===== config.mk =====
export PLATFORM = sky130hd
export DESIGN_NAME = whack_a_mole_game_flat
export DESIGN_NICKNAME = d
export VERILOG_FILES = /design/src/rtl/whack_a_mole_pkg.sv /design/src/rtl/whack_a_mole_game_if.sv /design/src/rtl/whack_a_mole_game_seg7_decoder.sv /design/src/rtl/whack_a_mole_game.sv /design/src/flat_wrapper.sv
export SDC_FILE = /design/constraint.sdc
export NUM_CORES = 1
export LEC_CHECK = 0
export ABC_AREA = 1
export ABC_CLOCK_PERIOD_IN_PS = 8700
export CAP_MARGIN = 20
export CORE_MARGIN = 2
export CORE_UTILIZATION = 42
export DETAILED_ROUTE_END_ITERATION = 12
export DONT_BUFFER_PORTS = 1
export GPL_ROUTABILITY_DRIVEN = 0
export SLEW_MARGIN = 20
export SYNTH_ARGS = -nofsm -noshare
export SYNTH_HDL_FRONTEND = slang
export SYNTH_SLANG_ARGS = --single-unit

===== constraint.sdc =====
create_clock -name clk -period 8.7 [get_ports clk]
set_clock_uncertainty 0.15 [all_clocks]
set_input_delay 1.74 -clock clk [delete_from_list [all_inputs] [get_ports clk]]
set_output_delay 1.74 -clock clk [all_outputs]
set_load 0.1 [all_outputs]

===== src/rtl/whack_a_mole_pkg.sv =====
// Shared constants and helpers for the whack-a-mole game core: segment patterns,
// speed and state encodings, LFSR constants, BCD and mole-position helpers.
package whack_a_mole_pkg;

    localparam logic [6:0] SEG_0     = 7'h40;
    localparam logic [6:0] SEG_1     = 7'h79;
    localparam logic [6:0] SEG_2     = 7'h24;
    localparam logic [6:0] SEG_3     = 7'h30;
    localparam logic [6:0] SEG_4     = 7'h19;
    localparam logic [6:0] SEG_5     = 7'h12;
    localparam logic [6:0] SEG_6     = 7'h02;
    localparam logic [6:0] SEG_7     = 7'h78;
    localparam logic [6:0] SEG_8     = 7'h00;
    localparam logic [6:0] SEG_9     = 7'h10;
    localparam logic [6:0] SEG_BLANK = 7'h7F;

    typedef enum logic [1:0] {
        SPEED_1 = 2'd1,
        SPEED_2 = 2'd2,
        SPEED_3 = 2'd3
    } speed_t;

    typedef enum logic {
        PLAY      = 1'b0,
        GAME_OVER = 1'b1
    } game_state_t;

    localparam logic [15:0] LFSR_SEED = 16'hACE1;
    localparam logic [15:0] LFSR_TAPS = 16'hB400;
    localparam logic [4:0]  NUM_LEDS  = 5'd18;
    // Out-of-range marker so the very first mole never collides with a "previous" one
    localparam logic [4:0]  POS_NONE  = 5'd31;

    function automatic logic [15:0] lfsr_step(input logic [15:0] v);
        return v[0] ? ((v >> 1) ^ LFSR_TAPS) : (v >> 1);
    endfunction

    function automatic logic [4:0] mole_pos(input logic [15:0] v, input logic [4:0] prev);
        logic [4:0] p;
        p = (v[4:0] >= NUM_LEDS) ? v[4:0] - NUM_LEDS : v[4:0];
        if (p == prev) begin
            p = (p == NUM_LEDS - 5'd1) ? 5'd0 : p + 5'd1;
        end
        return p;
    endfunction

    function automatic logic [15:0] bcd_inc(input logic [15:0] v);
        logic [15:0] r;
        logic        carry;
        r     = v;
        carry = (v != 16'h9999);
        for (int i = 0; i < 4; i++) begin
            if (carry) begin
                if (r[4*i +: 4] == 4'd9) begin
                    r[4*i +: 4] = 4'd0;
                end else begin
                    r[4*i +: 4] = r[4*i +: 4] + 4'd1;
                    carry       = 1'b0;
                end
            end
        end
        return r;
    endfunction

    function automatic logic [15:0] bcd_dec(input logic [15:0] v);
        logic [15:0] r;
        logic        borrow;
        r      = v;
        borrow = (v != 16'h0000);
        for (int i = 0; i < 4; i++) begin
            if (borrow) begin
                if (r[4*i +: 4] == 4'd0) begin
                    r[4*i +: 4] = 4'd9;
                end else begin
                    r[4*i +: 4] = r[4*i +: 4] - 4'd1;
                    borrow      = 1'b0;
                end
            end
        end
        return r;
    endfunction

endpackage


===== src/rtl/whack_a_mole_game_if.sv =====
// Board-pin bundle of the whack-a-mole core: buttons and switches in, LEDs and
// seven-segment digits out. The game core uses the slave view.
interface whack_a_mole_game_if;
    logic        speed1;
    logic        speed2;
    logic        speed3;
    logic [17:0] switches;
    logic [17:0] leds;
    logic [6:0]  seg_time_tens;
    logic [6:0]  seg_time_ones;
    logic [6:0]  seg_score_thou;
    logic [6:0]  seg_score_hund;
    logic [6:0]  seg_score_tens;
    logic [6:0]  seg_score_ones;
    logic [6:0]  seg_speed;

    modport master (
        output speed1, speed2, speed3, switches,
        input  leds, seg_time_tens, seg_time_ones, seg_score_thou,
               seg_score_hund, seg_score_tens, seg_score_ones, seg_speed
    );

    modport slave (
        input  speed1, speed2, speed3, switches,
        output leds, seg_time_tens, seg_time_ones, seg_score_thou,
               seg_score_hund, seg_score_tens, seg_score_ones, seg_speed
    );
endinterface


===== src/rtl/whack_a_mole_game_seg7_decoder.sv =====
// BCD digit to active-low seven-segment pattern {g,f,e,d,c,b,a}; codes above 9 blank.
module seg7_decoder
    import whack_a_mole_pkg::*;
(
    input  logic [3:0] bcd,
    output logic [6:0] seg
);
    always_comb begin
        seg = SEG_BLANK;
        case (bcd)
            4'd0: seg = SEG_0;
            4'd1: seg = SEG_1;
            4'd2: seg = SEG_2;
            4'd3: seg = SEG_3;
            4'd4: seg = SEG_4;
            4'd5: seg = SEG_5;
            4'd6: seg = SEG_6;
            4'd7: seg = SEG_7;
            4'd8: seg = SEG_8;
            4'd9: seg = SEG_9;
            default: seg = SEG_BLANK;
        endcase
    end
endmodule


===== src/rtl/whack_a_mole_game.sv =====
// Whack-a-mole game core: LFSR-placed mole on 18 LEDs, BCD score and countdown,
// three selectable mole speeds. Define MISS_PENALTY_EN to subtract a point per miss.
//
//  state     | meaning
//  PLAY      | moles appear, hits/misses scored, countdown running
//  GAME_OVER | time expired; LEDs dark, mole and time frozen, only speed may change
module whack_a_mole_game
    import whack_a_mole_pkg::*;
#(
    parameter int CLK_FREQ_HZ   = 50_000_000,
    parameter int GAME_TIME_S   = 60,
    parameter int MOLE_PERIOD_1 = 50_000_000,
    parameter int MOLE_PERIOD_2 = 30_000_000,
    parameter int MOLE_PERIOD_3 = 15_000_000
) (
    input logic                clk,
    input logic                rst_n,
    whack_a_mole_game_if.slave bus
);
    localparam int MOLE_MAX = (MOLE_PERIOD_1 > MOLE_PERIOD_2) ?
                              ((MOLE_PERIOD_1 > MOLE_PERIOD_3) ? MOLE_PERIOD_1 : MOLE_PERIOD_3) :
                              ((MOLE_PERIOD_2 > MOLE_PERIOD_3) ? MOLE_PERIOD_2 : MOLE_PERIOD_3);
    localparam int MOLE_W = $clog2(MOLE_MAX + 1);
    localparam int PRE_W  = $clog2(CLK_FREQ_HZ + 1);

    localparam logic [MOLE_W-1:0] LAST_1     = MOLE_W'(MOLE_PERIOD_1 - 1);
    localparam logic [MOLE_W-1:0] LAST_2     = MOLE_W'(MOLE_PERIOD_2 - 1);
    localparam logic [MOLE_W-1:0] LAST_3     = MOLE_W'(MOLE_PERIOD_3 - 1);
    localparam logic [PRE_W-1:0]  PRE_RELOAD = PRE_W'(CLK_FREQ_HZ - 1);
    localparam logic [3:0]        TIME_TENS  = 4'(GAME_TIME_S / 10);
    localparam logic [3:0]        TIME_ONES  = 4'(GAME_TIME_S % 10);

    logic [2:0]        btn_s1, btn_s2, btn_s3;
    logic [17:0]       sw_s1, sw_s2, sw_s3;
    logic [2:0]        btn_fall;
    logic [17:0]       sw_rise;
    logic              speed_evt;
    speed_t            speed, speed_sel;
    game_state_t       state, next_state;
    logic              playing, ending;
    logic [MOLE_W-1:0] mole_cnt, mole_last;
    logic              wrap, hit, miss;
    logic [15:0]       lfsr, lfsr_next;
    logic [4:0]        prev_pos, pos_new;
    logic [17:0]       leds_q;
    logic [15:0]       score_bcd;
    logic [PRE_W-1:0]  presc;
    logic [3:0]        time_tens, time_ones;
    logic              time_zero;

    // Buttons idle high, so their synchronizers reset to 1 to avoid a phantom press
    always_ff @(posedge clk or posedge rst_n) begin
        if (rst_n) begin
            btn_s1 <= '1;
            btn_s2 <= '1;
            btn_s3 <= '1;
            sw_s1  <= '0;
            sw_s2  <= '0;
            sw_s3  <= '0;
        end else begin
            btn_s1 <= {bus.speed3, bus.speed2, bus.speed1};
            btn_s2 <= btn_s1;
            btn_s3 <= btn_s2;
            sw_s1  <= bus.switches;
            sw_s2  <= sw_s1;
            sw_s3  <= sw_s2;
        end
    end

    assign btn_fall  = btn_s3 & ~btn_s2;
    assign sw_rise   = sw_s2 & ~sw_s3;
    assign speed_evt = |btn_fall;
    assign speed_sel = btn_fall[2] ? SPEED_3 : (btn_fall[1] ? SPEED_2 : SPEED_1);

    always_ff @(posedge clk or posedge rst_n) begin
        if (rst_n) begin
            state <= PLAY;
        end else begin
            state <= next_state;
        end
    end

    always_comb begin
        next_state = state;
        playing    = 1'b0;
        ending     = 1'b0;
        case (state)
            PLAY: begin
                playing = 1'b1;
                if (time_zero) begin
                    next_state = GAME_OVER;
                    ending     = 1'b1;
                end
            end
            GAME_OVER: next_state = GAME_OVER;
            default:   next_state = PLAY;
        endcase
    end

    always_comb begin
        mole_last = LAST_1;
        case (speed)
            SPEED_2: mole_last = LAST_2;
            SPEED_3: mole_last = LAST_3;
            default: mole_last = LAST_1;
        endcase
    end

    // The position is taken from the already-stepped LFSR value
    assign wrap      = playing && !speed_evt && (mole_cnt == mole_last);
    assign lfsr_next = lfsr_step(lfsr);
    assign pos_new   = mole_pos(lfsr_next, prev_pos);
    assign hit       = playing && |(sw_rise & leds_q);
    assign miss      = playing && !hit && |sw_rise;
    assign time_zero = (time_tens == 4'd0) && (time_ones == 4'd0);

    always_ff @(posedge clk or posedge rst_n) begin
        if (rst_n) begin
            speed    <= SPEED_1;
            mole_cnt <= '0;
            lfsr     <= LFSR_SEED;
            prev_pos <= POS_NONE;
            leds_q   <= '0;
        end else begin
            if (speed_evt) begin
                speed    <= speed_sel;
                mole_cnt <= '0;
            end else if (playing) begin
                mole_cnt <= wrap ? '0 : mole_cnt + 1'b1;
            end
            if (wrap) begin
                lfsr     <= lfsr_next;
                prev_pos <= pos_new;
            end
            // A new mole outranks a same-cycle hit on the old one
            if (ending) begin
                leds_q <= '0;
            end else if (wrap) begin
                leds_q <= 18'd1 << pos_new;
            end else if (hit) begin
                leds_q <= '0;
            end
        end
    end

    always_ff @(posedge clk or posedge rst_n) begin
        if (rst_n) begin
            score_bcd <= '0;
        end else if (hit) begin
            score_bcd <= bcd_inc(score_bcd);
        end else if (miss) begin
`ifdef MISS_PENALTY_EN
            score_bcd <= bcd_dec(score_bcd);
`else
            score_bcd <= score_bcd;
`endif
        end
    end

    always_ff @(posedge clk or posedge rst_n) begin
        if (rst_n) begin
            presc     <= PRE_RELOAD;
            time_tens <= TIME_TENS;
            time_ones <= TIME_ONES;
        end else if (playing) begin
            if (presc == '0) begin
                presc <= PRE_RELOAD;
                if (!time_zero) begin
                    if (time_ones == 4'd0) begin
                        time_ones <= 4'd9;
                        time_tens <= time_tens - 4'd1;
                    end else begin
                        time_ones <= time_ones - 4'd1;
                    end
                end
            end else begin
                presc <= presc - 1'b1;
            end
        end
    end

    assign bus.leds = leds_q;

    seg7_decoder u_time_tens  (.bcd(time_tens),         .seg(bus.seg_time_tens));
    seg7_decoder u_time_ones  (.bcd(time_ones),         .seg(bus.seg_time_ones));
    seg7_decoder u_score_thou (.bcd(score_bcd[15:12]),  .seg(bus.seg_score_thou));
    seg7_decoder u_score_hund (.bcd(score_bcd[11:8]),   .seg(bus.seg_score_hund));
    seg7_decoder u_score_tens (.bcd(score_bcd[7:4]),    .seg(bus.seg_score_tens));
    seg7_decoder u_score_ones (.bcd(score_bcd[3:0]),    .seg(bus.seg_score_ones));
    seg7_decoder u_speed      (.bcd({2'b00, speed}),    .seg(bus.seg_speed));

endmodule


===== src/flat_wrapper.sv =====
// flat-port wrapper written by rule: the top's interface ports become plain ports
module whack_a_mole_game_flat import whack_a_mole_pkg::*;
#(
    parameter int CLK_FREQ_HZ   = 50_000_000,
    parameter int GAME_TIME_S   = 60,
    parameter int MOLE_PERIOD_1 = 50_000_000,
    parameter int MOLE_PERIOD_2 = 30_000_000,
    parameter int MOLE_PERIOD_3 = 15_000_000
)
  (clk, rst_n, bus_speed1, bus_speed2, bus_speed3, bus_switches, bus_leds, bus_seg_time_tens, bus_seg_time_ones, bus_seg_score_thou, bus_seg_score_hund, bus_seg_score_tens, bus_seg_score_ones, bus_seg_speed);
  whack_a_mole_game_if bus_i ();
  input logic clk;
  input logic rst_n;
  input wire logic [$bits(bus_i.speed1)-1:0] bus_speed1;
  input wire logic [$bits(bus_i.speed2)-1:0] bus_speed2;
  input wire logic [$bits(bus_i.speed3)-1:0] bus_speed3;
  input wire logic [$bits(bus_i.switches)-1:0] bus_switches;
  output wire logic [$bits(bus_i.leds)-1:0] bus_leds;
  output wire logic [$bits(bus_i.seg_time_tens)-1:0] bus_seg_time_tens;
  output wire logic [$bits(bus_i.seg_time_ones)-1:0] bus_seg_time_ones;
  output wire logic [$bits(bus_i.seg_score_thou)-1:0] bus_seg_score_thou;
  output wire logic [$bits(bus_i.seg_score_hund)-1:0] bus_seg_score_hund;
  output wire logic [$bits(bus_i.seg_score_tens)-1:0] bus_seg_score_tens;
  output wire logic [$bits(bus_i.seg_score_ones)-1:0] bus_seg_score_ones;
  output wire logic [$bits(bus_i.seg_speed)-1:0] bus_seg_speed;
  assign bus_i.speed1 = bus_speed1;
  assign bus_i.speed2 = bus_speed2;
  assign bus_i.speed3 = bus_speed3;
  assign bus_i.switches = bus_switches;
  assign bus_leds = bus_i.leds;
  assign bus_seg_time_tens = bus_i.seg_time_tens;
  assign bus_seg_time_ones = bus_i.seg_time_ones;
  assign bus_seg_score_thou = bus_i.seg_score_thou;
  assign bus_seg_score_hund = bus_i.seg_score_hund;
  assign bus_seg_score_tens = bus_i.seg_score_tens;
  assign bus_seg_score_ones = bus_i.seg_score_ones;
  assign bus_seg_speed = bus_i.seg_speed;
  whack_a_mole_game #(.CLK_FREQ_HZ(CLK_FREQ_HZ), .GAME_TIME_S(GAME_TIME_S), .MOLE_PERIOD_1(MOLE_PERIOD_1), .MOLE_PERIOD_2(MOLE_PERIOD_2), .MOLE_PERIOD_3(MOLE_PERIOD_3)) u_core (.clk(clk), .rst_n(rst_n), .bus(bus_i));
endmodule

### Word level (Yosys, flattened, before mapping)

Memory sizes are Yosys's and may differ from the RTL's.
Cells that the tools add are included.

* register bits after elaboration: 181
* bits in read-only memories: 784
* bits of input ports: 23
* output and inout port bits: 67
* logic and storage cells: 106
* memories: 7

* $add $sub $neg: 10
* magnitude comparators: 1
* eq/ne operators: 11
* shifts and indexed selects: 1
* multiplexer cells: 32
* bitwise logic cells: 8
* reductions and logical operators: 17

Memories
* (name not given): depth 16, width 7, read ports 1, clocked after Yosys merged registers in 0, write ports 0, RTL line whack_a_mole_game_seg7_decoder.sv:10 `case (bcd)`
* (name not given): depth 16, width 7, read ports 1, clocked after Yosys merged registers in 0, write ports 0, RTL line whack_a_mole_game_seg7_decoder.sv:10
* (name not given): depth 16, width 7, read ports 1, clocked after Yosys merged registers in 0, write ports 0, RTL line whack_a_mole_game_seg7_decoder.sv:10
* (name not given): depth 16, width 7, read ports 1, clocked after Yosys merged registers in 0, write ports 0, RTL line whack_a_mole_game_seg7_decoder.sv:10
* (name not given): depth 16, width 7, read ports 1, clocked after Yosys merged registers in 0, write ports 0, RTL line whack_a_mole_game_seg7_decoder.sv:10
* (name not given): depth 16, width 7, read ports 1, clocked after Yosys merged registers in 0, write ports 0, RTL line whack_a_mole_game_seg7_decoder.sv:10
* 1 more memories

Operator list (number)
* $mux 26: 4
* $mux 18: 3
* $pmux 26 s2: 1
* $and 18x18->18: 2
* $add 26x1->26 const B: 1
* $eq 26x26->1: 1
* $logic_not 26->1: 1
* $sub 26x1->26 const B: 1
* $mux 4: 5
* $not 18->18: 1
* $reduce_or 18->1: 1
* $shl 1x5->18 const A: 1
* $add 4x1->4 const B: 4
* $eq 4x4->1 const B: 4
* $mux 16: 1
* $ne 16x16->1 const B: 1
* $mux 5: 3
* $mux 1: 12
* $logic_not 4->1: 2
* $reduce_and 2->1: 4
* $sub 4x1->4 const B: 2
* $add 5x1->5 const B: 1
* $eq 5x5->1: 1
* $eq 5x5->1 const B: 1
* other kinds (16): 22

### Logic depth before layout (Yosys ltp)

* word-level depth: 11
* gate-level depth with buffers: 19
* gate-level depth less buffers: 19

### Modules after synthesis

A second synthesis with hierarchy kept.

* cell total of the unflattened synthesis: 1178
* area total of the unflattened synthesis: 9575.4 sq um

Modules (own cells, without submodules)
* whack_a_mole_game: times used 1, cells each 933, area an instance 8261.7 sq um, seq. area each 4583.1 sq um
* seg7_decoder: times used 7, cells each 35, area an instance 187.7 sq um, seq. area each 0.0 sq um

### Worst setup path after synthesis

Ideal clock, no wire load.

* path type: reg-to-output
* from: register u_core.time_tens[2]
* to: output port bus_seg_time_tens[4]
* data arrival time: 3.155 ns
* data required time: 6.810 ns
* slack: 3.655 ns
* stages on the path, launching flop included: 5
* buffers on the path: 1
* path through: dfstp_2 -> clkbuf_1 -> inv_1 -> ha_1 -> o21ai_0

* cells in the longest elaborated chain, start to end: 1

RTL lines
* start: declaration: RTL line whack_a_mole_game.sv:48 `logic [3:0] time_tens, time_ones;`
* start signal: assignment: RTL line whack_a_mole_game.sv:171 `time_tens <= time_tens - 4'd1;`
* $mem_v2 16x7
* end: declaration: RTL line flat_wrapper.sv:19 `output wire logic [$bits(bus_i.seg_time_tens)-1:0] bus_seg_time_tens;`

No other way between the ends.

### Worst setup path after layout

* from: register u_core.score_bcd[2]
* to: output port bus_seg_score_ones[2]

* cells in the longest elaborated chain, start to end: 1

RTL lines
* start: declaration: RTL line whack_a_mole_game.sv:46 `logic [15:0] score_bcd;`
* start signal: assignment: RTL line whack_a_mole_game.sv:150 `score_bcd <= bcd_inc(score_bcd);`
* start signal: assignment: RTL line whack_a_mole_game.sv:155 `score_bcd <= score_bcd;`
* $mem_v2 16x7
* end: declaration: RTL line flat_wrapper.sv:24 `output wire logic [$bits(bus_i.seg_score_ones)-1:0] bus_seg_score_ones;`

No other way between the ends.

==> flow_summary.ini <==
[run_status]
status = finished clean

[setup_path]
nature_of_the_critical_path_endpoint = output port
path_max_fanout = 9
r2r_start = u_core.speed[0]
cp-start-kind = register
worst_path_largest_cell_delay_ps = 870
arrival_ps = 2560
crit_path_cell_trace = o21ai_0, nand2_1
r2r_setup_slack_ps = 4960
critical_path.endpoint = bus_seg_score_ones[2]
cp_num_buf_inv = 0
crit_path_depth = 2
cp-startpoint = u_core.score_bcd[2]
r2r_end = u_core.mole_cnt[23]
crit_slowest_cell = nand2_1
criticalPathCategory = reg2out
worstRegToRegCells = 12
cp_top_family = simple AND/OR/NAND/NOR gates
cp.required_ps = 6810

[die]
floorplan.die.height_um = 153
die_w_um = 153
start_util = 0.428
io-pin-count = 90
floorplan_core_area_um2 = 21800
total_number_of_placement_rows = 54
die_area_um2 = 23400

[clock_network]
cts.root.buffer_cell = clkbuf_16
clock_sink_count = 181
cts_hold_repair.buffers = 0
cts_max_path_buffers = 2
post-cts-setup-buffers = 0
worst_skew_pair.late_latency_ps = 440
postCtsResizedCells = 0
reg_clk_slew_reported_paths_ps = 80
numCtsBuffers = 17
cts_max_level = 4
tritoncts_clock_tree = built

[finish]
final_instance_count_without_filler_cells = 1399
fillers = 2100
ratio_of_cells_with_drive_above_1_in_the_final_layout = 0.130
num-nets-final = 1163
areaGrowthSynthToFinish_pct = 10.6

[synth]
yosys_most_used_dff = dfrtp_1
yosys.cell_count.top_type = nand2_1
synth-async-reset-ratio = 1.00
synth-warning-count = 0
synth_common_cells = nand2_1, dfrtp_1, inv_1
synth.largest_area_cell = dfrtp_1
netlist_instances = 1111
syn_area_um2 = 9340
synth_seq_cells = 181
synth_cell_types = 48
avgSynthCellArea_um2 = 8.41
ys_top_cells_by_area = dfrtp_1, dfstp_2, nand2_1
seq_total_area_yosys = 0.491
synth_top_area_share = 0.370
synth_fp_nets = 1169
number_of_synthesized_flops_with_an_enable_pin = 0

[sta]
setup_tns_ps = 0
min_period_over_period = 0.512
finalSetupViolCount = 0
slew_at_the_pin_closest_to_its_max_slew_limit_ps = 1130
period_needed_ps = 4450
max_freq_ghz = 0.225
final-hold-violation-count = 0
unrepaired_setup_endpoints_after_global_routing = no
worst_slack_ps = 4250
timing_max_transition_violations_final = 0
hold_ws_ps = 201
worst_slew_margin_rel = 0.245

[global_routing]
grt_start_max_net_pins = 99
gr-usage-met2 = 0.289
top_usage_layer = met2
global_route.overflow_total = 0
grt_pass1_wl_um = 33900
global_route.usage.met3 = 0.0553
gr-usage-met1 = 0.220
antenna_found_initial = 3
via_count_of_the_first_global_routing_pass = 7027
grt_util_all_layers = 0.175

[job]
timing.max_cap.violations = 0

[routing]
antenna_violating_nets_post_route = 0
drcViolationCount = 0
drt-pass1-iter-count = 5
wire_per_inst_um = 14.2
totalWireLength_um = 19800
dr_total_vias = 7097
drc_marker_count_from_the_first_detailed_route_iteration = 348
viasPerCell = 5.07

[placement]
detailed_place_hpwl_um = 14100
placement.io_buffers = 0
dp.cells = 1366
post-place-ws_ps = 4770

[min_path]
min-delay-path-class = reg2reg
timing.hold.worst_path_depth = 0

[pwr]
combPwrFrac = 0.033
vdd_ir_drop_max_v = 0.000123
power.density_nw_per_um2 = 165
p_int_uw = 1280
power.switching_fraction = 0.248
power_frac_seq = 0.510
leakagePower_uw = 0.00483
share_of_total_power_in_the_clock_network = 0.457
p_sw_uw = 423
power.total_uw = 1710
==> through the flow <==
stage | util | instance area (um^2)
final | 0.473 | 10300
after global routing | 0.473 | 10300
after CTS | 0.473 | 10300
after detailed placement | 0.446 | 9730
after global placement | 0.446 | 9730
after floorplan | - | 9340
==> worst min path at each step <==
stage,startpoint,to,slack [ps]
floorplan,u_core.sw_s1[0],u_core.sw_s2[0],180
global placement,u_core.sw_s1[13],u_core.sw_s2[13],180
detailed placement,u_core.sw_s1[14],u_core.sw_s2[14],180
CTS,u_core.sw_s1[14],u_core.sw_s2[14],200
global route,u_core.sw_s1[8],u_core.sw_s2[8],210
finish,u_core.sw_s1[3],u_core.sw_s2[3],200
==> area by class of cell <==
| cell class | instances | area, um^2 | share of cell area |
|---|---|---|---|
| timing repair buffer | 5 | 76.3 | 0.00739 |
| multi-input combinational | 765 | 4210 | 0.407 |
| clock buffer | 18 | 439 | 0.0425 |
| inverter | 135 | 513 | 0.0496 |
| clock inverter | 13 | 158 | 0.0153 |
| tap | 280 | 350 | 0.0339 |
| sequential | 181 | 4580 | 0.444 |
| antenna | 2 | 5.00 | 0.000484 |
==> placed cells by master (no fill, tap or decap), types with 6 or more instances in the layout <==
master,count
a21oi_1,19
clkbuf_16,19
dfrtp_1,138
dfstp_2,43
ha_1,35
inv_1,129
nand2_1,242
nand2_2,6
nand3_1,83
nand3b_1,19
nand4_1,17
nor2_1,101
nor2_2,9
nor3_1,18
nor4_1,12
o211ai_1,6
o21ai_0,76
o21ai_2,28
o22ai_1,17
xnor2_1,9
xor2_1,32
==> registers in the layout (all words and copies together), names as in the netlist, 5 cells and up <==
register          count
u_core.bus.leds      18
u_core.lfsr          16
u_core.mole_cnt      26
u_core.presc         26
u_core.prev_pos       5
u_core.score_bcd     16
u_core.sw_s1         18
u_core.sw_s2         18
u_core.sw_s3         18
==> cell families (layout without fill, tap and decap cells) <==
family	Yosys count	in the layout	share of synthesized area
AO/OA/AOI/OAI	159	159	0.0939
XOR/XNOR	41	41	0.0384
adder cells (fa/ha/maj)	35	35	0.0469
buffers and inverters	165	171	0.0705
flip-flops	181	181	0.491
multiplexers	1	1	0.00107
other	1	3	0.000401
AND/OR/NAND/NOR	528	528	0.258
==> power by group through the flow <==
stage | clock network (uW) | logic [uW] | registers [uW]
CTS | 799 | 57.9 | 871
finish | 780 | 56.4 | 871
detailed placement | 0 | 57.7 | 887
global placement | 0 | 58.0 | 886
floorplan | 0 | 53.9 | 879
global route | 835 | 64.0 | 873
==> per-layer routing <==
metal	part of all wire	vias up
met3	0.056	27
met1	0.46	3345
met5	0.00071	-
met2	0.47	121
li1	-	3602
met4	0.015	2
Power figures use the tool's default switching activity.
